File: config.mk
export PLATFORM = sky130hd
export DESIGN_NAME = cycle_seq
export DESIGN_NICKNAME = d
export VERILOG_FILES = /design/src/rtl/cycle_pkg.sv /design/src/rtl/wait_count.sv /design/src/rtl/cycle_seq.sv
export SDC_FILE = /design/constraint.sdc
export NUM_CORES = 1
export LEC_CHECK = 0
export ABC_AREA = 0
export CAP_MARGIN = 20
export CORE_UTILIZATION = 50
export DETAILED_ROUTE_END_ITERATION = 12
export PLACE_DENSITY = 0.89
export SLEW_MARGIN = 20
export SYNTH_ARGS = -nofsm -noshare
export SYNTH_HDL_FRONTEND = slang
export SYNTH_HIERARCHICAL = 1
export SYNTH_SLANG_ARGS = --single-unit
File: constraint.sdc
create_clock -name clk -period 3.4 [get_ports clk]
set_clock_uncertainty 0.2 [all_clocks]
set_input_delay 0.68 -clock clk [delete_from_list [all_inputs] [get_ports clk]]
set_output_delay 0.68 -clock clk [all_outputs]
set_load 0.01 [all_outputs]
File: src/rtl/cycle_pkg.sv
// Shared definitions for the bus machine-cycle sequencer: T-state codes,
// cycle-type/status encodings and small decode helpers.
package cycle_pkg;

    localparam int STATE_W = 4;

    typedef enum logic [STATE_W-1:0] {
        ST_TR = 4'd0,
        ST_TI = 4'd1,
        ST_T1 = 4'd2,
        ST_T2 = 4'd3,
        ST_TW = 4'd4,
        ST_T3 = 4'd5,
        ST_T4 = 4'd6,
        ST_T5 = 4'd7,
        ST_T6 = 4'd8,
        ST_TH = 4'd9,
        ST_TT = 4'd10
    } tstate_e;

    // Cycle types are encoded as {iom_, s1, s0}
    localparam logic [2:0] CYC_OF   = 3'b011;
    localparam logic [2:0] CYC_MR   = 3'b010;
    localparam logic [2:0] CYC_MW   = 3'b001;
    localparam logic [2:0] CYC_DR   = 3'b110;
    localparam logic [2:0] CYC_DW   = 3'b101;
    localparam logic [2:0] CYC_INTA = 3'b111;

    // Reset status: s1=0, s0=1, iom_=1, held as {iom_, s1, s0}
    localparam logic [2:0] STATUS_RESET = 3'b101;

    function automatic logic isBusIdle(input logic [2:0] t);
        return (t == 3'b000) || (t == 3'b100);
    endfunction

    function automatic logic isReadType(input logic [2:0] t);
        return (t == CYC_OF) || (t == CYC_MR) || (t == CYC_DR);
    endfunction

    function automatic logic isWriteType(input logic [2:0] t);
        return (t == CYC_MW) || (t == CYC_DW);
    endfunction

endpackage

File: src/rtl/wait_count.sv
// Loadable down-counter for wait states; saturates at zero and flags it.
module wait_count #(
    parameter int WAITBITS = 2
) (
    input  logic                clk_i,
    input  logic                rst_i,
    input  logic                load_i,
    input  logic                dec_i,
    input  logic [WAITBITS-1:0] value_i,
    output logic                zero_o
);

    logic [WAITBITS-1:0] count_q, count_d;

    always_comb begin
        count_d = count_q;
        if (load_i) begin
            count_d = value_i;
        end else if (dec_i && (count_q != '0)) begin
            count_d = count_q - WAITBITS'(1);
        end
    end

    always_ff @(posedge clk_i) begin
        if (rst_i) begin
            count_q <= '0;
        end else begin
            count_q <= count_d;
        end
    end

    assign zero_o = (count_q == '0);

endmodule

File: src/rtl/cycle_seq.sv
// Machine-cycle T-state sequencer: walks T1..T6 with wait states, and handles
// hold/halt; every output is decoded from registered state only.
module cycle_seq
    import cycle_pkg::*;
#(
    parameter int WAITBITS = 2,
    parameter int TSTSIZE  = 4
) (
    input  logic                clk,
    input  logic                rst,
    input  logic                req,
    input  logic [2:0]          cyc_type,
    input  logic                six,
    input  logic [WAITBITS-1:0] nwait,
    input  logic                ready,
    input  logic                hold,
    input  logic                halt_req,
    input  logic                intr,
    output logic                s0,
    output logic                s1,
    output logic                iom_,
    output logic                ale,
    output logic                rd_,
    output logic                wr_,
    output logic                inta_,
    output logic                hlda,
    output logic                bus_en,
    output logic                done,
    output logic                halted,
    output logic [TSTSIZE-1:0]  tstate
);

    tstate_e             state_q, state_d;
    logic [2:0]          type_q, type_d;
    logic                six_q, six_d;
    logic [WAITBITS-1:0] nwait_q, nwait_d;
    logic                fromTT_q, fromTT_d;
    logic                cntLoad, cntDec, cntZero;
    logic                finalState, startCycle, strobeWin;

    wait_count #(.WAITBITS(WAITBITS)) u_wait_count (
        .clk_i  (clk),
        .rst_i  (rst),
        .load_i (cntLoad),
        .dec_i  (cntDec),
        .value_i(nwait_q),
        .zero_o (cntZero)
    );

    assign finalState = ((state_q == ST_T3) && (type_q != CYC_OF)) ||
                        ((state_q == ST_T4) && !six_q) ||
                        (state_q == ST_T6);

    always_comb begin
        state_d    = state_q;
        type_d     = type_q;
        six_d      = six_q;
        nwait_d    = nwait_q;
        fromTT_d   = fromTT_q;
        cntLoad    = 1'b0;
        cntDec     = 1'b0;
        startCycle = 1'b0;

        case (state_q)
            ST_TR: state_d = ST_TI;
            ST_TI: begin
                if (hold) begin
                    state_d  = ST_TH;
                    fromTT_d = 1'b0;
                end else if (halt_req) begin
                    state_d = ST_TT;
                end else if (req) begin
                    startCycle = 1'b1;
                end
            end
            ST_T1: begin
                state_d = ST_T2;
                cntLoad = 1'b1;
            end
            ST_T2, ST_TW: begin
                if (isBusIdle(type_q) || (cntZero && ready)) begin
                    state_d = ST_T3;
                end else begin
                    state_d = ST_TW;
                    cntDec  = 1'b1;
                end
            end
            ST_T3: if (type_q == CYC_OF) state_d = ST_T4;
            ST_T4: if (six_q) state_d = ST_T5;
            ST_T5: state_d = ST_T6;
            ST_TH: if (!hold) state_d = fromTT_q ? ST_TT : ST_TI;
            ST_TT: begin
                if (hold) begin
                    state_d  = ST_TH;
                    fromTT_d = 1'b1;
                end else if (intr) begin
                    state_d = ST_TI;
                end
            end
            default: state_d = ST_TR;
        endcase

        // Hold raised mid-cycle is only acted on here, once the cycle completes
        if (finalState) begin
            if (hold) begin
                state_d  = ST_TH;
                fromTT_d = 1'b0;
            end else if (halt_req) begin
                state_d = ST_TT;
            end else if (req) begin
                startCycle = 1'b1;
            end else begin
                state_d = ST_TI;
            end
        end

        if (startCycle) begin
            state_d = ST_T1;
            type_d  = cyc_type;
            six_d   = six && (cyc_type == CYC_OF);
            nwait_d = nwait;
        end
    end

    always_ff @(posedge clk) begin
        if (rst) begin
            state_q  <= ST_TR;
            type_q   <= STATUS_RESET;
            six_q    <= 1'b0;
            nwait_q  <= '0;
            fromTT_q <= 1'b0;
        end else begin
            state_q  <= state_d;
            type_q   <= type_d;
            six_q    <= six_d;
            nwait_q  <= nwait_d;
            fromTT_q <= fromTT_d;
        end
    end

    assign strobeWin = (state_q == ST_T2) || (state_q == ST_TW) || (state_q == ST_T3);

    assign ale    = (state_q == ST_T1);
    assign rd_    = !(strobeWin && isReadType(type_q));
    assign wr_    = !(strobeWin && isWriteType(type_q));
    assign inta_  = !(strobeWin && (type_q == CYC_INTA));
    assign hlda   = (state_q == ST_TH);
    assign halted = (state_q == ST_TT);
    assign done   = finalState;
    assign bus_en = (state_q == ST_T1) || strobeWin || (state_q == ST_T4) ||
                    (state_q == ST_T5) || (state_q == ST_T6);
    assign iom_   = type_q[2];
    assign s1     = halted ? 1'b0 : type_q[1];
    assign s0     = halted ? 1'b0 : type_q[0];
    assign tstate = TSTSIZE'(state_q);

endmodule

==> results_dict.tcl <==
set metrics [dict create \
    clk_pin_slew_ns 0.08 \
    cts_made_buffers 3 \
    cp_max_fo 18 \
    grt_remaining_overflow 0 \
    gp_congestion 0.956 \
    synth_cells 122 \
    drv_cap 0 \
    drc 0 \
    crit_buf_inv 1 \
    cts_tree "yes" \
    ctsHoldBuffers 0 \
    grt_pass1_wl_mm 3.64 \
    vias 999 \
    final_common_cell "clkdlybuf4s50_1" \
    syn_to_final_growth_pct 31.6 \
    cts.sinks 13 \
    critPathKind "flop to output pin" \
    holdPathEnd "u_wait_count/count_q[1]" \
    post-dp-hpwl_mm 1.77 \
    synth_edf_count 0 \
    final_layout_size_suffix_gt1_share_pct 8.16 \
    powerDensity_nw_per_um2 416 \
    min_period_ns 3.09 \
    clk_latency_ns 0.28 \
    p_leak_nw 0.431 \
    avgSynthCellArea_sq_um 7.83 \
    cpMaxStageDelayCell "dfxtp_1" \
    cp_cell_sequence "nor4bb_1 -> o21bai_2 -> nand2_1 -> clkdlybuf4s50_1" \
    nets 162 \
    timing.slew.headroom_pct 60.8 \
    coreArea_sq_um 1760 \
    clock-root-buffer "clkbuf_4" \
    cts_setup_buffers 0 \
    io_buffers 27 \
    hp-start "nwait_q[1]" \
    syn_area_sq_um 955 \
    antenna_cells 0 \
    dieHeight_um 45.7 \
    synthFlopType "dfxtp_1" \
    first_pass_iters 4 \
    viasPerCell 5.81 \
    design_area_sq_um 1260 \
    ys_seq_area_share_pct 27.3 \
    worstHoldPathType "flop to flop" \
    grt_start_max_net_pins 19 \
    syn_nets 136 \
    first_global_vias 884 \
    ioPinCount 28 \
    crit_family "flip-flops" \
    setup_tns_ns 0 \
    slew_viol_final 0 \
    worstReg2RegEnd "nwait_q[1]" \
    start_kind "flop" \
    ys_seq_elements 13 \
    worst_ep_arrival_time_ns 2.21 \
    grt_setup_unrepaired "false" \
    synth_area_leader_cell "dfxtp_1" \
    ys_warn_count 6 \
    h-tree-depth 1 \
    final_cell_mix "clkdlybuf4s50_1 (27), nor2_1 (14), dfxtp_1 (13)" \
    place_area_sq_um 1230 \
    max_freq_mhz 324 \
    power_mw 0.522 \
    critPathMaxStageDelay_ns 0.63 \
    hold_violations 0 \
    fin_crit_sh_pct 90.9 \
    ys_top_cells_by_area "dfxtp_1 (27%), a21oi_1 (5.8%), nor2_1 (5.5%), mux2i_1 (4.2%), nand3b_1 (3.9%)" \
    die_x_um 45.7 \
    ant_nets 0 \
    fp-row-count 15 \
    grt_antenna_before_repair 0 \
    cts_buffer_depth 2 \
    synth_top_area_share_pct 27.3 \
    routed_wl_mm 2.37 \
    vdd_drop_max_uv 322 \
    end_kind "output pin" \
    cts_resized 0 \
    whs_path_depth 2 \
    drtIter0Drc 20 \
    tightest_slew_ns 0.587 \
    wire_per_inst_um 13.8 \
    crit_required_ns 2.52 \
    synth.distinct_cells 40 \
    r2r_slack_ns 1.09 \
    status "complete, no violations" \
    die_area_sq_um 2090 \
    start_util_pct 54.1 \
    async_flop_share_pct 0 \
    r2r.worst_path.cells 5 \
    grt.total_usage_pct 24.2 \
    finalSetupViolations 0 \
    timing.rr.start "tstate[0]" \
]
[worst register-to-register path: cells and delay by family (launching register included)]
| kind | cells | cell delay [ns] |
|---|---|---|
| and+or+nand+nor | 2 | 0.59 |
| AOI/OAI and AO/OA | 2 | 0.53 |
| muxes | 1 | 0.25 |
| DFF | 1 | 0.61 |
[registers in the layout (all words and copies together), names as in the netlist, named ones only]
register,flops
tstate,4
six_q,1
u_wait_count/count_q,2
type_q,3
nwait_q,2
[metrics by stage]
stage / hold slack [ns] / instances / util (%) / worst slack (ns)
final: 0.294 / 172 / 71.2 / 0.309
after global routing: 0.318 / 172 / 71.2 / 0.130
after CTS: 0.292 / 172 / 71.2 / 0.304
after detailed placement: 0.278 / 168 / 69.7 / 0.639
after global placement: 0.256 / 168 / 69.7 / 0.679
after floorplan: 0.234 / 122 / - / 1.20
[where the power goes]
part	total [mW]	internal, mW	switching (mW)
clock network	0.0989	0.0456	0.0533
registers	0.194	0.165	0.0288
logic	0.229	0.122	0.107
[cell type report]
cell class | count | area [sq um]
clock buffers | 4 | 26.3
fillers | 159 | 508
inverters | 7 | 26.3
multi-input cells | 95 | 634
flip-flops and latches | 13 | 260
well taps | 25 | 31.3
repair buffers | 28 | 278
[layer usage]
| layer | part of all wire (%) | track usage [%] | vias up |
|---|---|---|---|
| met5 | 0 | 0 | - |
| met4 | 1.6 | 11.8 | 0 |
| met3 | 5.8 | 4.37 | 6 |
| met2 | 47 | 36.9 | 39 |
| met1 | 45 | 32.9 | 459 |
| li1 | - | - | 495 |
[worst max-delay path by stage]
stage,start,end,cells past startpoint,slack (ns)
2_1_floorplan,tstate[1],inta_,6,1.20
3_3_place_gp,tstate[2],done,4,0.68
3_5_place_dp,tstate[2],done,4,0.64
4_1_cts,tstate[2],done,4,0.30
5_1_grt,tstate[2],done,4,0.13
6_report,tstate[2],done,4,0.31
[cells in the mapped netlist, types with 2 or more instances]
cell type	count
a211oi_1	2
a21oi_1	11
and4bb_2	2
clkbuf_1	6
dfxtp_1	13
inv_1	7
mux2i_1	4
nand2_1	8
nand2b_1	4
nand3_1	2
nand3b_1	5
nor2_1	14
nor2b_1	4
nor3_1	7
nor3b_1	2
nor4_1	2
o211ai_1	2
o21ai_0	4
o22ai_1	2
[cells by family (layout without fill, tap and decap cells)]
family	after synthesis	count (layout)	share of synthesized area, %
adders and majority gates	1	1	1.31
xor gates and xnor gates	2	2	1.84
AOI/OAI and AO/OA	32	32	24.8
and+or+nand+nor	56	56	34.3
buffers and inverters	14	39	6.29
muxes	4	4	4.19
DFF	13	13	27.3
(Power assumes the default switching activity.)
